$ cat config.mk
export PLATFORM = sky130hd
export DESIGN_NAME = turn_sequencer
export DESIGN_NICKNAME = d
export VERILOG_FILES = /design/src/rtl/turn_sequencer.sv
export SDC_FILE = /design/constraint.sdc
export NUM_CORES = 1
export LEC_CHECK = 0
export BUFFER_PORTS_ARGS = -buffer_cell sky130_fd_sc_hd__buf_4
export CAP_MARGIN = 20
export CORE_MARGIN = 3
export CORE_UTILIZATION = 55
export DETAILED_ROUTE_END_ITERATION = 12
export PLACE_DENSITY = 0.83
export SYNTH_ARGS = -nofsm -noshare
export SYNTH_HDL_FRONTEND = slang
export SYNTH_SLANG_ARGS = --single-unit
$ cat constraint.sdc
create_clock -name clk_i -period 3.5 [get_ports clk_i]
set_input_delay 0 -clock clk_i [delete_from_list [all_inputs] [get_ports clk_i]]
set_output_delay 0 -clock clk_i [all_outputs]
set_load 0.02 [all_outputs]
$ cat src/rtl/turn_sequencer.sv
// Two-player turn controller: alternates the shared attack datapath between players,
// tracks both health registers, counts turns and declares the winner.
module turn_sequencer #(
  parameter int unsigned BOARD_MAX = 31,
  parameter int unsigned HP_INIT   = 100,
  parameter int unsigned TIMEOUT   = 1000
) (
  input  logic       clk_i,
  input  logic       rst_ni,
  input  logic       en_i,
  input  logic       start_i,
  input  logic       confirm_i,
  input  logic [4:0] x_i,
  input  logic [4:0] y_i,
  input  logic       atk_done_i,
  input  logic       atk_hit_i,
  input  logic [7:0] atk_damage_i,
  output logic       atk_go_o,
  output logic       atk_player_o,
  output logic [4:0] atk_x_o,
  output logic [4:0] atk_y_o,
  output logic       active_player_o,
  output logic [2:0] state_o,
  output logic [7:0] hp0_o,
  output logic [7:0] hp1_o,
  output logic [1:0] winner_o,
  output logic [7:0] turn_count_o,
  output logic       timeout_o
);

  localparam int unsigned CntW        = (TIMEOUT > 2) ? $clog2(TIMEOUT) : 1;
  localparam logic [CntW-1:0] CntLast = CntW'(TIMEOUT - 1);
  localparam logic [4:0] BoardMax     = 5'(BOARD_MAX);
  localparam logic [7:0] HpInit       = 8'(HP_INIT);

  typedef enum logic [2:0] {
    StIdle   = 3'd0,
    StSelect = 3'd1,
    StFire   = 3'd2,
    StWait   = 3'd3,
    StApply  = 3'd4,
    StSwap   = 3'd5,
    StOver   = 3'd6
  } state_e;

  state_e            state_q, state_d;
  logic              active_q, active_d;
  logic [7:0]        hp0_q, hp0_d, hp1_q, hp1_d;
  logic [1:0]        winner_q, winner_d;
  logic [7:0]        turn_q, turn_d;
  logic              timeout_q, timeout_d;
  logic [CntW-1:0]   cnt_q, cnt_d;
  logic [4:0]        ax_q, ax_d, ay_q, ay_d;
  logic              hit_q, hit_d;
  logic [7:0]        dmg_q, dmg_d;
  logic [7:0]        opp_hp, opp_hp_sub;

  // Opponent of the active player is the one being attacked.
  assign opp_hp     = active_q ? hp0_q : hp1_q;
  assign opp_hp_sub = (opp_hp > dmg_q) ? (opp_hp - dmg_q) : 8'd0;

  always_comb begin
    state_d   = state_q;
    active_d  = active_q;
    hp0_d     = hp0_q;
    hp1_d     = hp1_q;
    winner_d  = winner_q;
    turn_d    = turn_q;
    timeout_d = timeout_q;
    cnt_d     = cnt_q;
    ax_d      = ax_q;
    ay_d      = ay_q;
    hit_d     = hit_q;
    dmg_d     = dmg_q;
    case (state_q)
      StIdle, StOver: begin
        if (start_i) begin
          hp0_d     = HpInit;
          hp1_d     = HpInit;
          winner_d  = 2'b00;
          turn_d    = 8'd0;
          timeout_d = 1'b0;
          active_d  = 1'b0;
          state_d   = StSelect;
        end
      end
      StSelect: begin
        if (confirm_i) begin
          ax_d    = (x_i > BoardMax) ? BoardMax : x_i;
          ay_d    = (y_i > BoardMax) ? BoardMax : y_i;
          state_d = StFire;
        end
      end
      StFire: begin
        cnt_d   = '0;
        state_d = StWait;
      end
      StWait: begin
        // A result in the expiring cycle wins over the timeout.
        if (atk_done_i) begin
          hit_d   = atk_hit_i;
          dmg_d   = atk_damage_i;
          state_d = StApply;
        end else if (cnt_q == CntLast) begin
          timeout_d = 1'b1;
          hit_d     = 1'b0;
          state_d   = StApply;
        end else begin
          cnt_d = cnt_q + CntW'(1);
        end
      end
      StApply: begin
        if (hit_q) begin
          if (active_q) hp0_d = opp_hp_sub;
          else          hp1_d = opp_hp_sub;
        end
        state_d = StSwap;
      end
      StSwap: begin
        turn_d = (turn_q == 8'hFF) ? turn_q : turn_q + 8'd1;
        if (opp_hp == 8'd0) begin
          winner_d = active_q ? 2'b10 : 2'b01;
          state_d  = StOver;
        end else begin
          active_d = ~active_q;
          state_d  = StSelect;
        end
      end
      default: state_d = StIdle;
    endcase
  end

  always_ff @(posedge clk_i or negedge rst_ni) begin
    if (!rst_ni) begin
      state_q   <= StIdle;
      active_q  <= 1'b0;
      hp0_q     <= HpInit;
      hp1_q     <= HpInit;
      winner_q  <= 2'b00;
      turn_q    <= 8'd0;
      timeout_q <= 1'b0;
      cnt_q     <= '0;
      ax_q      <= 5'd0;
      ay_q      <= 5'd0;
      hit_q     <= 1'b0;
      dmg_q     <= 8'd0;
    end else if (en_i) begin
      state_q   <= state_d;
      active_q  <= active_d;
      hp0_q     <= hp0_d;
      hp1_q     <= hp1_d;
      winner_q  <= winner_d;
      turn_q    <= turn_d;
      timeout_q <= timeout_d;
      cnt_q     <= cnt_d;
      ax_q      <= ax_d;
      ay_q      <= ay_d;
      hit_q     <= hit_d;
      dmg_q     <= dmg_d;
    end
  end

  // Gated by en so a stalled FIRE cycle does not issue repeated requests.
  assign atk_go_o        = en_i && (state_q == StFire);
  assign atk_player_o    = active_q;
  assign atk_x_o         = ax_q;
  assign atk_y_o         = ay_q;
  assign active_player_o = active_q;
  assign state_o         = state_q;
  assign hp0_o           = hp0_q;
  assign hp1_o           = hp1_q;
  assign winner_o        = winner_q;
  assign turn_count_o    = turn_q;
  assign timeout_o       = timeout_q;

endmodule

* Yosys cells after proc, flatten, opt, wreduce, memory -nomap -nowiden
Index checks and enable logic that the tools add are counted.
** Cells by class
- Add/subtract/negate cells :: 3
- Reduce and logical (&&, ||, !) cells :: 20
- $lt $le $gt $ge :: 3
- Equality and inequality tests :: 20
- Multiply operators :: 0
- Muxes and demuxes :: 35
- Div/mod/pow operators :: 0
- Shift-type cells :: 0
- Bitwise logic cells :: 1
** Operators by type and width (number)
- two-way mux 8 bit :: 9
- one-hot mux 8 bit (2 select lines) :: 3
- inequality test 2 bit, second input constant :: 11
- two-way mux 10 bit :: 2
- one-hot mux 10 bit (2 select lines) :: 1
- AND reduction 4 bit :: 5
- one-hot mux 3 bit (6 select lines) :: 1
- two-way mux 3 bit :: 5
- AND reduction 5 bit :: 3
- adder 10 x 1 -> 10 bit, second input constant :: 1
- == test 10 bit, second input constant :: 1
- > comparator 5 bit, second input constant :: 2
- two-way mux 5 bit :: 2
- nonzero test 2 bit :: 5
- == test 3 bit, second input constant :: 3
- AND reduction 3 bit :: 3
- adder 8 x 1 -> 8 bit, second input constant :: 1
- == test 8 bit, second input constant :: 1
- > comparator 8 bit :: 1
- zero test 8 bit :: 1
- subtractor 8 bit :: 1
- == test 3 x 2 -> 1 bit, second input constant :: 2
- two-way mux 1 bit :: 6
- two-way mux 2 bit :: 3
- 8 further kinds :: 9
** Word-level totals
- Memory bits (read-only) :: 0
- Output and inout port bits :: 43
- RAM bits :: 0
- Register bits :: 60
- Memories kept :: 0
- Bits in latches :: 0
- Logic and storage cells :: 94

* Depth between registers and ports, before layout
- Depth in word-level cells :: 6
- Depth in mapped cells :: 11

* Least setup slack after synthesis
OpenSTA, ideal clock, no wires.
- Path type :: reg-to-reg
- Start :: register active_q (netlist: active_player_o)
- End :: register hp0_q[4] (netlist: hp0_o[4])
- Stages on the path, launching flop included :: 11
- Arrival :: 2854 ps
- Path slack :: 521 ps
- Period minus slack after synthesis :: 2979 ps
- Path through :: dfrtp_1 > buf_2 > buf_1 > mux2_2 > ha_1 > clkbuf_1 > nand4_1 > or2_2 > o211ai_1 > nor3_1 > mux2_2
** Between the ends
- Cells in the longest elaborated chain, start to end :: 6
- Elaborated cells on any way between the ends :: 9
** Ends and longest elaborated chain
- from (decl) :: RTL line 47 : logic active_q, active_d;
- from (signal assigned) :: RTL line 149 : active_q <= active_d;
- two-way mux 8 bit :: RTL line 59 : assign opp_hp = active_q ? hp0_q : hp1_q;
- subtractor 8 bit or > comparator 8 bit (tied branches) :: RTL line 60 : assign opp_hp_sub = (opp_hp > dmg_q) ? (opp_hp - dmg_q) : 8'd0;
- two-way mux 8 bit :: RTL line 60
- two-way mux 8 bit :: RTL line 114 : if (active_q) hp0_d = opp_hp_sub;
- two-way mux 8 bit :: RTL line 113 : if (hit_q) begin
- one-hot mux 8 bit (2 select lines) :: RTL line 75 : case (state_q)
- to (signal assigned) :: RTL line 137 : hp0_q <= HpInit;
- to (signal assigned) :: RTL line 150 : hp0_q <= hp0_d;
- to (decl) :: RTL line 48 : logic [7:0] hp0_q, hp0_d, hp1_q, hp1_d;
Parallel ways exist; a longest one is shown, timed or not. The select of a mux whose other input is x is not followed.
A chain may end at the register's enable or synchronous reset.

* Worst setup path in the final report
- Start :: register active_q (netlist: active_player_o)
- End :: register hp1_q[0] (netlist: hp1_o[0])
** Between the ends
- Cells in the longest elaborated chain, start to end :: 6
- Elaborated cells on any way between the ends :: 9
** Ends and longest elaborated chain
- two-way mux 8 bit :: RTL line 59
- subtractor 8 bit or > comparator 8 bit (tied branches) :: RTL line 60
- two-way mux 8 bit :: RTL line 60
- two-way mux 8 bit :: RTL line 114
- two-way mux 8 bit :: RTL line 113
- one-hot mux 8 bit (2 select lines) :: RTL line 75
- to (signal assigned) :: RTL line 138 : hp1_q <= HpInit;
- to (signal assigned) :: RTL line 151 : hp1_q <= hp1_d;
- to (decl) :: RTL line 48
Parallel ways exist; a longest one is shown, timed or not. The select of a mux whose other input is x is not followed.

==> metrics.md <==
| Metric | Value |
|---|---|
| Status | `finished clean` |
| CP Cell Sequence | `mux2i_1, ha_1, inv_1, fa_1, nand3_1, a21oi_1, o211ai_1, nor2_1, mux2_2` |
| Critical Path AT | `3290 ps` |
| Residual DRC | `0` |
| Number of H-tree levels | `3` |
| Highest-delay cell along the critical path | `dfrtp_1` |
| Clock skew after layout | `5.17 ps` |
| Ys Warns | `0` |
| Synth Area per Inst | `10.5 um2` |
| Routed WL | `8370 um` |
| Peak supply drop | `477 uV` |
| RSZ-0062 raised after global routing | `false` |
| Post-synthesis sequential area ratio | `0.446` |
| Commonest non-fill, non-tap cell in the layout | `buf_4` |
| Rel. slew slack | `0.414` |
| #FFs+latches synth | `60` |
| Initial antenna violation count | `0` |
| Initial DRC Count | `131` |
| Vias in the first global route | `2,936` |
| Hpwl dp | `5680 um` |
| Core ar. | `5710 um2` |
| Row count | `27` |
| Clock latency at the later pin of the worst-skew pair | `350 ps` |
| WP data required | `3730 ps` |
| CTS Buf Count | `9` |
| Fin area | `4330 um2` |
| RePlAce Congestion | `0.812` |
| Pwr Density | `764 nW/um2` |
| Routed len/inst | `17.3 um` |
| Vias | `2,862` |
| LEAKAGE | `1.97 nW` |
| Most frequent cells in the layout | `buf_4 (67), dfrtp_1 (54), mux2_2 (36)` |
| Worst path max stage delay | `760 ps` |
| First-pass GRT wire length | `14,100 um` |
| Pre-CTS setup slack | `514 ps` |
| Synthesized area | `3380 um2` |
| Root Buffer | `clkbuf_8` |
| CP startpoint kind | `flop` |
| Worst slew pin tran | `874 ps` |
| CTS Sinks | `60` |
| CTS max path bufs | `2` |
| Ant. Diodes | `0` |
| Area Overhead vs Synth | `28.1%` |
| Max Cap Viol | `0` |
| Distinct cells, synth | `59` |
| Ports | `68` |
| Fin. Hold Viols | `0` |
| Final min period | `3060 ps` |
| Clock slew at reported path FFs | `70 ps` |
| Post-Syn Nets | `358` |
| CP Class | `flop to flop` |
| GRT Total Usage | `0.246` |
| Placed cell areas | `3910 um2` |
| Fmax achieved | `327 MHz` |
| Cells after synthesis | `321` |
| Vias per inst | `5.90` |
| Initial Util | `0.592` |
| CTS tree | `built` |
| Hold WS | `25.3 ps` |
| PortBufs | `67` |
| ANT nets after route | `0` |
| Die W | `84.4 um` |
| Final period utilization | `0.875` |
| Crit path max-delay family | `flip-flops` |
| Die Span Y | `84.4 um` |
| Number of gates resized after CTS | `0` |
| Final nets | `445` |
| Crit. End Element | `flop` |
| Final Setup Violations | `0` |
| Final WS setup | `438 ps` |
| Post-synth top flop | `dfrtp_1` |
| Fraction of registers with async set/reset | `1.00` |
| Layout cells sized above 1 | `0.327` |
| Largest net degree at the start of global routing | `61` |
| Critical path peak fanout | `20` |
| 1st-pass router iterations | `4` |
| Hold WC Path Type | `input pin to flop` |
| Total negative slack | `0 ps` |
| Total power draw | `3.31 mW` |
| EDFF count, synth | `0` |
| Max Transition Viols Final | `0` |
| Die Area | `7120 um2` |
| Buf/Inv on CP | `1` |
| GRT overflow | `0` |
-- cells in the mapped netlist, drive strengths merged, types with 4 or more instances --
cell type	n	area, um2
xor2	7	61.3
nor2	18	67.6
a22o	6	52.6
buf	9	52.6
dfrtp	54	1350
nor3	9	50.1
nor2b	5	31.3
nand4	10	62.6
o31ai	5	37.5
mux2	36	405
o211ai	4	30.0
inv	13	48.8
dfstp	6	158
nand3	6	30.0
or3	6	37.5
clkbuf	4	15.0
nand2	19	73.8
a21o	6	45.0
a21oi	17	96.4
and2	5	31.3
ha	11	138
o21ai	17	88.8
-- stage by stage --
| step | instances | utilization |
|---|---|---|
| 2_1_floorplan | 321 | - |
| 3_3_place_gp | 447 | 0.684 |
| 3_5_place_dp | 447 | 0.684 |
| 4_1_cts | 485 | 0.758 |
| 5_1_grt | 485 | 0.758 |
| 6_report | 485 | 0.758 |
-- power breakdown --
group | switching (mW) | leakage, nW | internal, mW
clock | 0.284 | 0.102 | 0.365
sequential | 0.210 | 0.774 | 0.903
combinational | 0.845 | 1.10 | 0.701
total | 1.34 | 1.97 | 1.97
-- worst reg2reg max path: stages, from the launching register on --
cell and delay (ps):
dfrtp_1 760, mux2i_1 280, ha_1 230, inv_1 70
fa_1 400, nand3_1 140, a21oi_1 90, o211ai_1 510
nor2_1 150, mux2_2 320
-- layer usage --
metal | vias up | track usage | part of all wire
li1 | 1363 | - | -
met1 | 1405 | 0.296 | 0.40
met2 | 76 | 0.430 | 0.53
met3 | 18 | 0.0451 | 0.044
met4 | 0 | 0.109 | 0.019
met5 | - | 0 | 0
-- path summary, 6_finish.rpt --
path                                 startpoint         endpoint  slack (ps)  cells past startpoint
worst min-delay path                       en_i         cnt_q[0]          30                      3
worst min register to register            hit_q            hit_q         500                      1
min in group asynchronous                rst_ni  turn_count_o[3]         250                      2
worst max-delay path            active_player_o         hp1_o[0]         440                      9
max in group asynchronous                rst_ni      winner_o[0]        2750                      2
worst max register to register  active_player_o         hp1_o[0]         440                      9
-- registers in the layout (all words and copies together) (netlist names) --
register         cells
atk_y_o              5
turn_count_o         8
active_player_o      1
dmg_q                8
atk_x_o              5
state_o              3
timeout_o            1
hp0_o                8
hit_q                1
cnt_q               10
winner_o             2
hp1_o                8
-- final cells by class --
type                            instances  area [um2]
Fill cell                             398        1380
Clock inverter                          4        47.5
Multi-Input combinational cell        235        1760
Timing Repair Buffer                   89         723
Clock buffer                           12         155
Inverter                               13        48.8
Tap cell                               72        90.1
Sequential cell                        60        1510
-- kinds of logic (layout without fill, tap and decap cells) --
kind of cell               after synthesis  in the layout  share of synthesized area
and+or+nand+nor                         97             97                      0.157
AOI/OAI and AO/OA                       78             78                      0.164
DFF                                     60             60                      0.446
muxes                                   38             38                      0.126
buffers and inverters                   26            118                     0.0344
adders and majority gates               12             12                     0.0466
xor gates and xnor gates                10             10                     0.0259
-- repair_timing --
| action | CTS | global route |
|---|---|---|
| hold buffers | 22 | 0 |
| hold endpoints to repair | 74 | 0 |
| setup buffers | 0 | 0 |
Note: power is estimated with default switching activity, not from simulation.
